--- config.mk ---
export PLATFORM = sky130hd
export DESIGN_NAME = pipe_hazard_ctrl
export DESIGN_NICKNAME = d
export VERILOG_FILES = /design/src/rtl/pipe_ctrl_pkg.sv /design/src/rtl/pipe_hazard_ctrl_fwd_sel.sv /design/src/rtl/pipe_hazard_ctrl.sv
export SDC_FILE = /design/constraint.sdc
export NUM_CORES = 1
export LEC_CHECK = 0
export BUFFER_PORTS_ARGS = -buffer_cell sky130_fd_sc_hd__buf_2
export CORE_MARGIN = 5
export CORE_UTILIZATION = 37
export CTS_BUF_LIST = sky130_fd_sc_hd__clkbuf_8
export CTS_CLUSTER_SIZE = 25
export DETAILED_ROUTE_END_ITERATION = 12
export PLACE_DENSITY = 0.86
export SYNTH_ARGS = -nofsm -noshare
export SYNTH_HDL_FRONTEND = slang
export SYNTH_SLANG_ARGS = --single-unit
--- constraint.sdc ---
create_clock -name clk -period 1.9 [get_ports clk]
set_clock_uncertainty 0.15 [all_clocks]
set_input_delay 0.095 -clock clk [delete_from_list [all_inputs] [get_ports clk]]
set_output_delay 0.095 -clock clk [all_outputs]
set_load 0.01 [all_outputs]
--- src/rtl/pipe_ctrl_pkg.sv ---
// ----------------------------------------------------------------------------
// pipe_ctrl_pkg : shared types and constants for the pipeline hazard unit
// Rev 1.0
// ----------------------------------------------------------------------------
`default_nettype none

package pipe_ctrl_pkg;

  typedef enum logic [1:0] {
    RUN    = 2'd0,
    HALT   = 2'd1,
    RESUME = 2'd2
  } state_t;

  localparam logic [1:0] FWD_RF  = 2'd0;
  localparam logic [1:0] FWD_EX  = 2'd1;
  localparam logic [1:0] FWD_MEM = 2'd2;

endpackage

`default_nettype wire

--- src/rtl/pipe_hazard_ctrl_fwd_sel.sv ---
// ----------------------------------------------------------------------------
// fwd_sel : combinational forward-select for one ID-stage source register
// Rev 1.0
// ----------------------------------------------------------------------------
`default_nettype none

module fwd_sel
  import pipe_ctrl_pkg::*;
(
  input  logic [4:0] i_src,
  input  logic       i_used,
  input  logic       i_ex_effective,
  input  logic       i_ex_regwrite,
  input  logic       i_ex_memtoreg,
  input  logic [4:0] i_ex_rd,
  input  logic       i_mem_regwrite,
  input  logic [4:0] i_mem_rd,
  output logic [1:0] o_sel
);

  logic w_ex_hit;
  logic w_mem_hit;

  // A load in EX has no result yet; the load-use stall covers that case.
  assign w_ex_hit  = i_ex_effective & i_ex_regwrite & ~i_ex_memtoreg &
                     (i_ex_rd != 5'd0) & i_used & (i_src == i_ex_rd);
  assign w_mem_hit = i_mem_regwrite & (i_mem_rd != 5'd0) & i_used &
                     (i_src == i_mem_rd);

  always_comb begin
    o_sel = FWD_RF;
    if (w_ex_hit)
      o_sel = FWD_EX;
    else if (w_mem_hit)
      o_sel = FWD_MEM;
  end

endmodule

`default_nettype wire

--- src/rtl/pipe_hazard_ctrl.sv ---
// ----------------------------------------------------------------------------
// pipe_hazard_ctrl : load-use stalls, branch squashes, syscall halt FSM and
// operand forwarding. Optional PIPE_HAZARD_STATS_EN adds event counters.
// Rev 1.0
// ----------------------------------------------------------------------------
`default_nettype none

module pipe_hazard_ctrl
  import pipe_ctrl_pkg::*;
(
  input  logic       clk,
  input  logic       rst_n,
  input  logic       ex_effective,
  input  logic       ex_memtoreg,
  input  logic       ex_regwrite,
  input  logic [4:0] ex_rd,
  input  logic       ex_beq,
  input  logic       ex_bne,
  input  logic       ex_jmp,
  input  logic       ex_jr,
  input  logic       ex_equal,
  input  logic       ex_syscall,
  input  logic       ex_halt_req,
  input  logic       mem_regwrite,
  input  logic [4:0] mem_rd,
  input  logic [4:0] id_rs,
  input  logic [4:0] id_rt,
  input  logic       id_rs_used,
  input  logic       id_rt_used,
  input  logic       resume,
  output logic       pc_stall,
  output logic       if_id_stall,
  output logic       id_ex_stall,
  output logic       if_id_flush,
  output logic       id_ex_flush,
  output logic       redirect,
  output logic       halted,
  output logic [1:0] r1_forward,
  output logic [1:0] r2_forward
`ifdef PIPE_HAZARD_STATS_EN
  ,
  output logic [31:0] cycle_cnt,
  output logic [31:0] stall_cnt,
  output logic [31:0] flush_cnt
`endif
);

  state_t r_state;
  logic   w_taken;
  logic   w_load_use;
  logic   w_halt_hit;

  assign w_taken = ex_effective & (ex_jmp | ex_jr | (ex_beq & ex_equal) |
                                   (ex_bne & ~ex_equal));

  assign w_load_use = ex_effective & ex_memtoreg & ex_regwrite & (ex_rd != 5'd0) &
                      ((id_rs_used & (id_rs == ex_rd)) |
                       (id_rt_used & (id_rt == ex_rd)));

  // Only RUN honours the halt request, so the syscall retires from RESUME.
  assign w_halt_hit = (r_state == RUN) & ex_effective & ex_syscall & ex_halt_req;

  always_ff @(posedge clk or negedge rst_n) begin
    if (!rst_n) begin
      r_state <= RUN;
    end else begin
      case (r_state)
        RUN:     if (w_halt_hit) r_state <= HALT;
        HALT:    if (resume) r_state <= RESUME;
        RESUME:  r_state <= RUN;
        default: r_state <= RUN;
      endcase
    end
  end

  always_comb begin
    pc_stall    = 1'b0;
    if_id_stall = 1'b0;
    id_ex_stall = 1'b0;
    if_id_flush = 1'b0;
    id_ex_flush = 1'b0;
    redirect    = 1'b0;
    if (r_state == HALT || w_halt_hit) begin
      pc_stall    = 1'b1;
      if_id_stall = 1'b1;
      id_ex_stall = 1'b1;
    end else if (w_taken) begin
      redirect    = 1'b1;
      if_id_flush = 1'b1;
      id_ex_flush = 1'b1;
    end else if (w_load_use) begin
      pc_stall    = 1'b1;
      if_id_stall = 1'b1;
      id_ex_flush = 1'b1;
    end
  end

  assign halted = (r_state == HALT);

  fwd_sel u_fwd_rs (
    .i_src          (id_rs),
    .i_used         (id_rs_used),
    .i_ex_effective (ex_effective),
    .i_ex_regwrite  (ex_regwrite),
    .i_ex_memtoreg  (ex_memtoreg),
    .i_ex_rd        (ex_rd),
    .i_mem_regwrite (mem_regwrite),
    .i_mem_rd       (mem_rd),
    .o_sel          (r1_forward)
  );

  fwd_sel u_fwd_rt (
    .i_src          (id_rt),
    .i_used         (id_rt_used),
    .i_ex_effective (ex_effective),
    .i_ex_regwrite  (ex_regwrite),
    .i_ex_memtoreg  (ex_memtoreg),
    .i_ex_rd        (ex_rd),
    .i_mem_regwrite (mem_regwrite),
    .i_mem_rd       (mem_rd),
    .o_sel          (r2_forward)
  );

`ifdef PIPE_HAZARD_STATS_EN
  logic [31:0] r_cycle_cnt;
  logic [31:0] r_stall_cnt;
  logic [31:0] r_flush_cnt;
  logic        w_bubble;

  // A bubble is the flush-without-redirect pattern of the load-use path.
  assign w_bubble = id_ex_flush & ~redirect;

  always_ff @(posedge clk or negedge rst_n) begin
    if (!rst_n) begin
      r_cycle_cnt <= 32'd0;
      r_stall_cnt <= 32'd0;
      r_flush_cnt <= 32'd0;
    end else begin
      if (r_state != HALT) r_cycle_cnt <= r_cycle_cnt + 32'd1;
      if (w_bubble)        r_stall_cnt <= r_stall_cnt + 32'd1;
      if (redirect)        r_flush_cnt <= r_flush_cnt + 32'd1;
    end
  end

  assign cycle_cnt = r_cycle_cnt;
  assign stall_cnt = r_stall_cnt;
  assign flush_cnt = r_flush_cnt;
`endif

endmodule

`default_nettype wire

==> results of run 1 <==
metal layers:
layer  up-vias  global-route usage  wire length, um
met5         -                   0                0
met4         0               0.149               25
met3         2              0.0313              184
met2        33               0.280              790
met1       252               0.196              615
li1        305                   -                -
power breakdown:
| part | switching [W] | total, W | internal [W] |
|---|---|---|---|
| combinational | 0.0000766 | 0.000153 | 0.0000766 |
| clock | 0.0000383 | 0.000173 | 0.000134 |
| sequential | 0.00000298 | 0.0000489 | 0.0000459 |
| total | 0.000118 | 0.000375 | 0.000257 |
final cells by class:
cell class	count	area [sq um]
well taps	15	18.8
clock buffers	3	41.3
multi-input cells	50	407
repair buffers	48	250
flip-flops and latches	2	50.0
inverters	3	11.3
fillers	124	507
cell usage in the layout (no fill, tap or decap), types with 2 or more instances in the layout:
cell type,n
clkbuf_8,3
xnor2_1,4
and2_1,2
nand3_1,5
nor4_1,4
buf_2,46
dlygate4sd3_1,2
dfrtp_1,2
xor2_1,16
inv_1,3
nor3_2,3
logic make-up (layout without fill, tap and decap cells):
family | Yosys count | in the layout | synth area share
xor gates and xnor gates | 20 | 20 | 0.352
and+or+nand+nor | 20 | 20 | 0.266
AOI/OAI and AO/OA | 8 | 8 | 0.153
buffers and inverters | 7 | 54 | 0.0829
muxes | 2 | 2 | 0.0452
DFF | 2 | 2 | 0.101
how the worst min path moves through the flow:
stage	from	endpoint	cells after the start
4_1_cts	rst_n	r_state[0]$_DFFE_PN0P_	2
6_report	rst_n	r_state[0]$_DFFE_PN0P_	2
2_1_floorplan	rst_n	r_state[0]$_DFFE_PN0P_	0
5_1_grt	rst_n	r_state[0]$_DFFE_PN0P_	2
3_5_place_dp	rst_n	r_state[0]$_DFFE_PN0P_	1
3_3_place_gp	rst_n	r_state[1]$_DFFE_PN0P_	1
through the flow:
step                instances  cell area, sq um  utilization  hold slack, ps
floorplan                  59               498            -            -351
global placement          116               717        0.558            -271
detailed placement        116               717        0.558            -267
CTS                       121               778        0.606            44.2
global route              121               778        0.606            83.4
finish                    121               778        0.606            91.8
what timing repair did:
| action | CTS | global route |
|---|---|---|
| endpoints found under the setup margin | 0 | 2 |
| hold buffers | 2 | 0 |
| hold endpoints to repair | 3 | 0 |
| gates resized for setup | 0 | 1 |
==> qor.txt, run 1 <==
Largest delay contributor family on the critical path: simple AND/OR/NAND/NOR gates
Layout area overhead: 56.3%
Crit path max fanout: 3
Power per standard cell area: 482 nW/um^2
RR Endpoint: r_state[0]$_DFFE_PN0P_
WP depth: 7
Post-CTS setup buffers: 0
Reg2Reg Depth: 2
Most frequent cell after synthesis: xor2_1
Starting DRT DRC Count: 1
Wirelength per Cell: 13.4 um
Critical Path AT: 1480 ps
Layout cells sized above 1: 0.538
Max Slew Vio Count: 0
Fin nets: 144
Clk pin slew, worst setup/hold paths: 30 ps
Total chip power: 0.000375 W
Diode count: 0
DP Worst Slack: 193 ps
Slew Limit Headroom: 0.771
Die ar.: 2180 sq um
Highest clock rate: 0.580 GHz
Post-synth EDFFs: 0
Maximum vdd drop: 0.000286 V
Unrepaired setup endpoints after global routing: no
Pre-Repair DR Iteration Count: 2
Die H: 46.7 um
Setup TNS: 0 ps
Chip width: 46.7 um
Crit path capture type: primary output
WL final: 1.62 mm
Syn Inst Count: 59
Post-Syn Area: 498 sq um
CTS tree: done
Clock Latency Late Sink: 220 ps
GRT Residual Overflow: 0
Critical path buffers and inverters: 2
Final setup viols: 0
Synth async-reset ratio: 1.00
Largest net degree at the start of global routing: 5
Area leader, netlist: xor2_1
Setup WS post-layout: 175 ps
Starting density of the core: 0.388
First-pass GRT wire length: 2.55 mm
CP dominant cell by count: buf_2
Fin crit share: 0.908
Slowest cell on the critical path: nor4_1
H-tree levels: 1
Worst r2r src: r_state[0]$_DFFE_PN0P_
Num Clock Sinks: 2
Worst Setup SP: ex_rd[3]
Mapped Avg Cell Area: 8.44 sq um
Largest register FFs: 2
Fin crit period: 1730 ps
Worst R2R Setup Slack: 880 ps
Commonest cells in the netlist: 16 x xor2_1, 5 x nand3_1, 4 x buf_4, 4 x nor4_1, 4 x xnor2_1
Status: complete, no violations
Leakage: 0.406 nW
Crit path to: id_ex_flush
Largest regs: r_state x2
Root buffer cell: clkbuf_8
CTS Buf Count: 3
Core region area: 1280 sq um
Port bufs: 46
Largest Register: r_state
Seq/Total Area, Yosys: 0.101
Worst EP required: 1650 ps
Antenna violations before repair: 0
Cells along the critical path: buf_2 > xor2_1 > nor4_1 > nand3_1 > and2_1 > o41ai_1 > buf_2
Worst Max-Slew Pin Slew: 340 ps
Startpoint types: input port
Synth top area cells: xor2_1 28%, dfrtp_1 10%, xnor2_1 7.0%
Final Hold Violating Endpoints: 0
HPWL after detailed placement: 1.31 mm
Yosys cell types: 24
Routed vias: 592
Post-detailed-route count of antenna-violating nets: 0
Placement row count: 13
Crit Path Category: in2out
CP peak stage delay: 340 ps
DRC viols: 0
YS warnings: 0
CTS max path bufs: 2
I/O Pins: 47
RePlAce Congestion: 0.768
Yosys top cell area share: 0.281
GRT Total Usage: 0.175
Synthesized net count: 95
Average vias per placed instance: 4.89
Yosys reg bits: 2
Vias in the first global route: 614
Tightest Hold Check Type: in2async
Ys flop type: dfrtp_1
Max-Cap Viols: 0
Power figures use the tool's default switching activity.
==> inputs of run 2 (changes only) <==
CORE_AREA = 5 5 42 44   (was not set)
CORE_MARGIN = not set   (was 5)
CORE_UTILIZATION = not set   (was 37)
DIE_AREA = 0 0 47 49   (was not set)
PLACE_DENSITY = 0.87   (was 0.86)
RECOVER_POWER = 50   (was not set)
clock period = 2.1 ns   (was 1.9 ns; I/O delays follow)
==> qor.txt, run 2 (same netlist as run 1, synthesis figures left out) <==
DRC viols: 0 (unchanged)
Max Slew Vio Count: 0 (unchanged)
Largest Register: r_state
Tightest Hold Check Type: in2async
Final Hold Violating Endpoints: 0 (unchanged)
Placement row count: 14 (+1)
Power per standard cell area: 425 nW/um^2 (-12%)
Register area: 50.0 sq um (unchanged)
CP peak stage delay: 370 ps (+30 ps)
Reg2Reg Depth: 2 (unchanged)
Fin crit period: 1790 ps
Largest net degree at the start of global routing: 5 (unchanged)
Largest register FFs: 2 (unchanged)
Worst Max-Slew Pin Slew: 352 ps (+12.3 ps)
GRT Total Usage: 0.138 (-0.0370)
Layout area overhead: 55.5%
Worst r2r src: r_state[0]$_DFFE_PN0P_
Status: complete, no violations
CTS Buf Count: 3 (unchanged)
Total chip power: 0.000329 W (-12%)
Crit path max fanout: 4 (+1)
Routed vias: 628 (+6.1%)
Cells along the critical path: a21oi_1 > o21ai_0 > inv_1 > o41ai_2 > buf_2
Starting DRT DRC Count: 5 (+4)
Slowest cell on the critical path: dfrtp_1
HPWL after detailed placement: 1.42 mm (+8.8%)
Worst R2R Setup Slack: 1060 ps (+180 ps)
Highest clock rate: 0.559 GHz
Leakage: 0.391 nW (-3.6%)
RePlAce Congestion: 0.874 (+14%)
Clk pin slew, worst setup/hold paths: 30 ps (about the same)
Commonest non-fill, non-tap cell in the layout: buf_2
# fillers: 143 (+15%)
Layout cells sized above 1: 0.500 (-0.0377)
Crit path capture type: primary output
Core region area: 1400 sq um (+9.1%)
Max-Cap Viols: 0 (unchanged)
Fin crit share: 0.853
Multi-input gate area: 407 sq um (unchanged)
WL final: 1.60 mm (-0.99%)
RR Endpoint: r_state[0]$_DFFE_PN0P_
Post-CTS setup buffers: 0 (unchanged)
CTS tree: done
Die ar.: 2300 sq um (+5.7%)
Post-CTS Resized: 0 (unchanged)
Pre-Repair DR Iteration Count: 4 (+2)
Critical Path AT: 1540 ps (+60 ps)
Worst Setup SP: r_state[0]$_DFFE_PN0P_
Final hold slack: 84.0 ps (-7.86 ps)
Worst EP required: 1850 ps (+200 ps)
Diode count: 0 (unchanged)
Wirelength per Cell: 13.1 um (-1.8%)
I/O Pins: 47 (unchanged)
Unrepaired setup endpoints after global routing: no
Setup TNS: 0 ps (unchanged)
Fin nets: 144 (unchanged)
H-tree levels: 1 (unchanged)
Most frequent cells in the layout: 42 x buf_2, 16 x xor2_1, 5 x nand3_1
Final setup viols: 0 (unchanged)
Root buffer cell: clkbuf_8
Die H: 49 um (+5.0%)
Average vias per placed instance: 5.15 (+5.2%)
Slew Limit Headroom: 0.763 (-0.00826)
Hold Buf Count CTS: 2 (unchanged)
Num Clock Sinks: 2 (unchanged)
Clock Latency Late Sink: 210 ps (about the same)
Crit Path Category: reg2out
Startpoint types: register
Antenna violations before repair: 0 (unchanged)
Port bufs: 46 (unchanged)
Post-detailed-route count of antenna-violating nets: 0 (unchanged)
Chip width: 47 um (+0.67%)
Maximum vdd drop: 0.000251 V (-12%)
Vias in the first global route: 677 (+10%)
Starting density of the core: 0.355 (-0.0322)
CTS max path bufs: 2 (unchanged)
Largest regs: r_state x2
GRT Residual Overflow: 0 (unchanged)
First-pass GRT wire length: 2.44 mm (-4.3%)
## run 2: cell type report
type / count / share of cell area
timing repair buffer: 48 / 0.317
multi-input combinational: 50 / 0.525
sequential: 2 / 0.0646
tap: 16 / 0.0258
inverter: 3 / 0.0145
clock buffer: 3 / 0.0533
## run 2: layer usage
metal / vias to the layer above / global-route usage / part of all wire
met5: - / 0 / 0
met4: 0 / 0.0691 / 0.023
met3: 4 / 0.0111 / 0.13
met2: 42 / 0.256 / 0.50
met1: 276 / 0.143 / 0.35
li1: 306 / - / -
## run 2: critical path, delay by kind of cell (launching register included)
| kind | cells | cell delay, ps |
|---|---|---|
| buffers and inverters | 2 | 320 |
| AO/OA/AOI/OAI | 3 | 630 |
| flip-flops | 1 | 370 |
## run 2: how the worst max path moves through the flow
stage / to / slack, ps
CTS: if_id_stall / 330
finish: pc_stall / 310
floorplan: pc_stall / 380
detailed placement: if_id_stall / 370
global placement: id_ex_flush / 370
global route: id_ex_flush / 180
## run 2: metrics by stage
step                std cells   util  setup slack (ps)  cell area, sq um
global route              122  0.553               175               774
detailed placement        117  0.513               367               718
floorplan                  59      -               381               498
global placement          117  0.513               366               718
CTS                       122  0.556               333               779
finish                    122  0.553               310               774
## run 2: power by group
group	internal, W	switching [W]	leakage (nW)
registers	0.0000415	0.00000263	0.0269
logic	0.0000673	0.0000698	0.343
clock network	0.000121	0.0000267	0.0216
total	0.000230	0.0000991	0.391
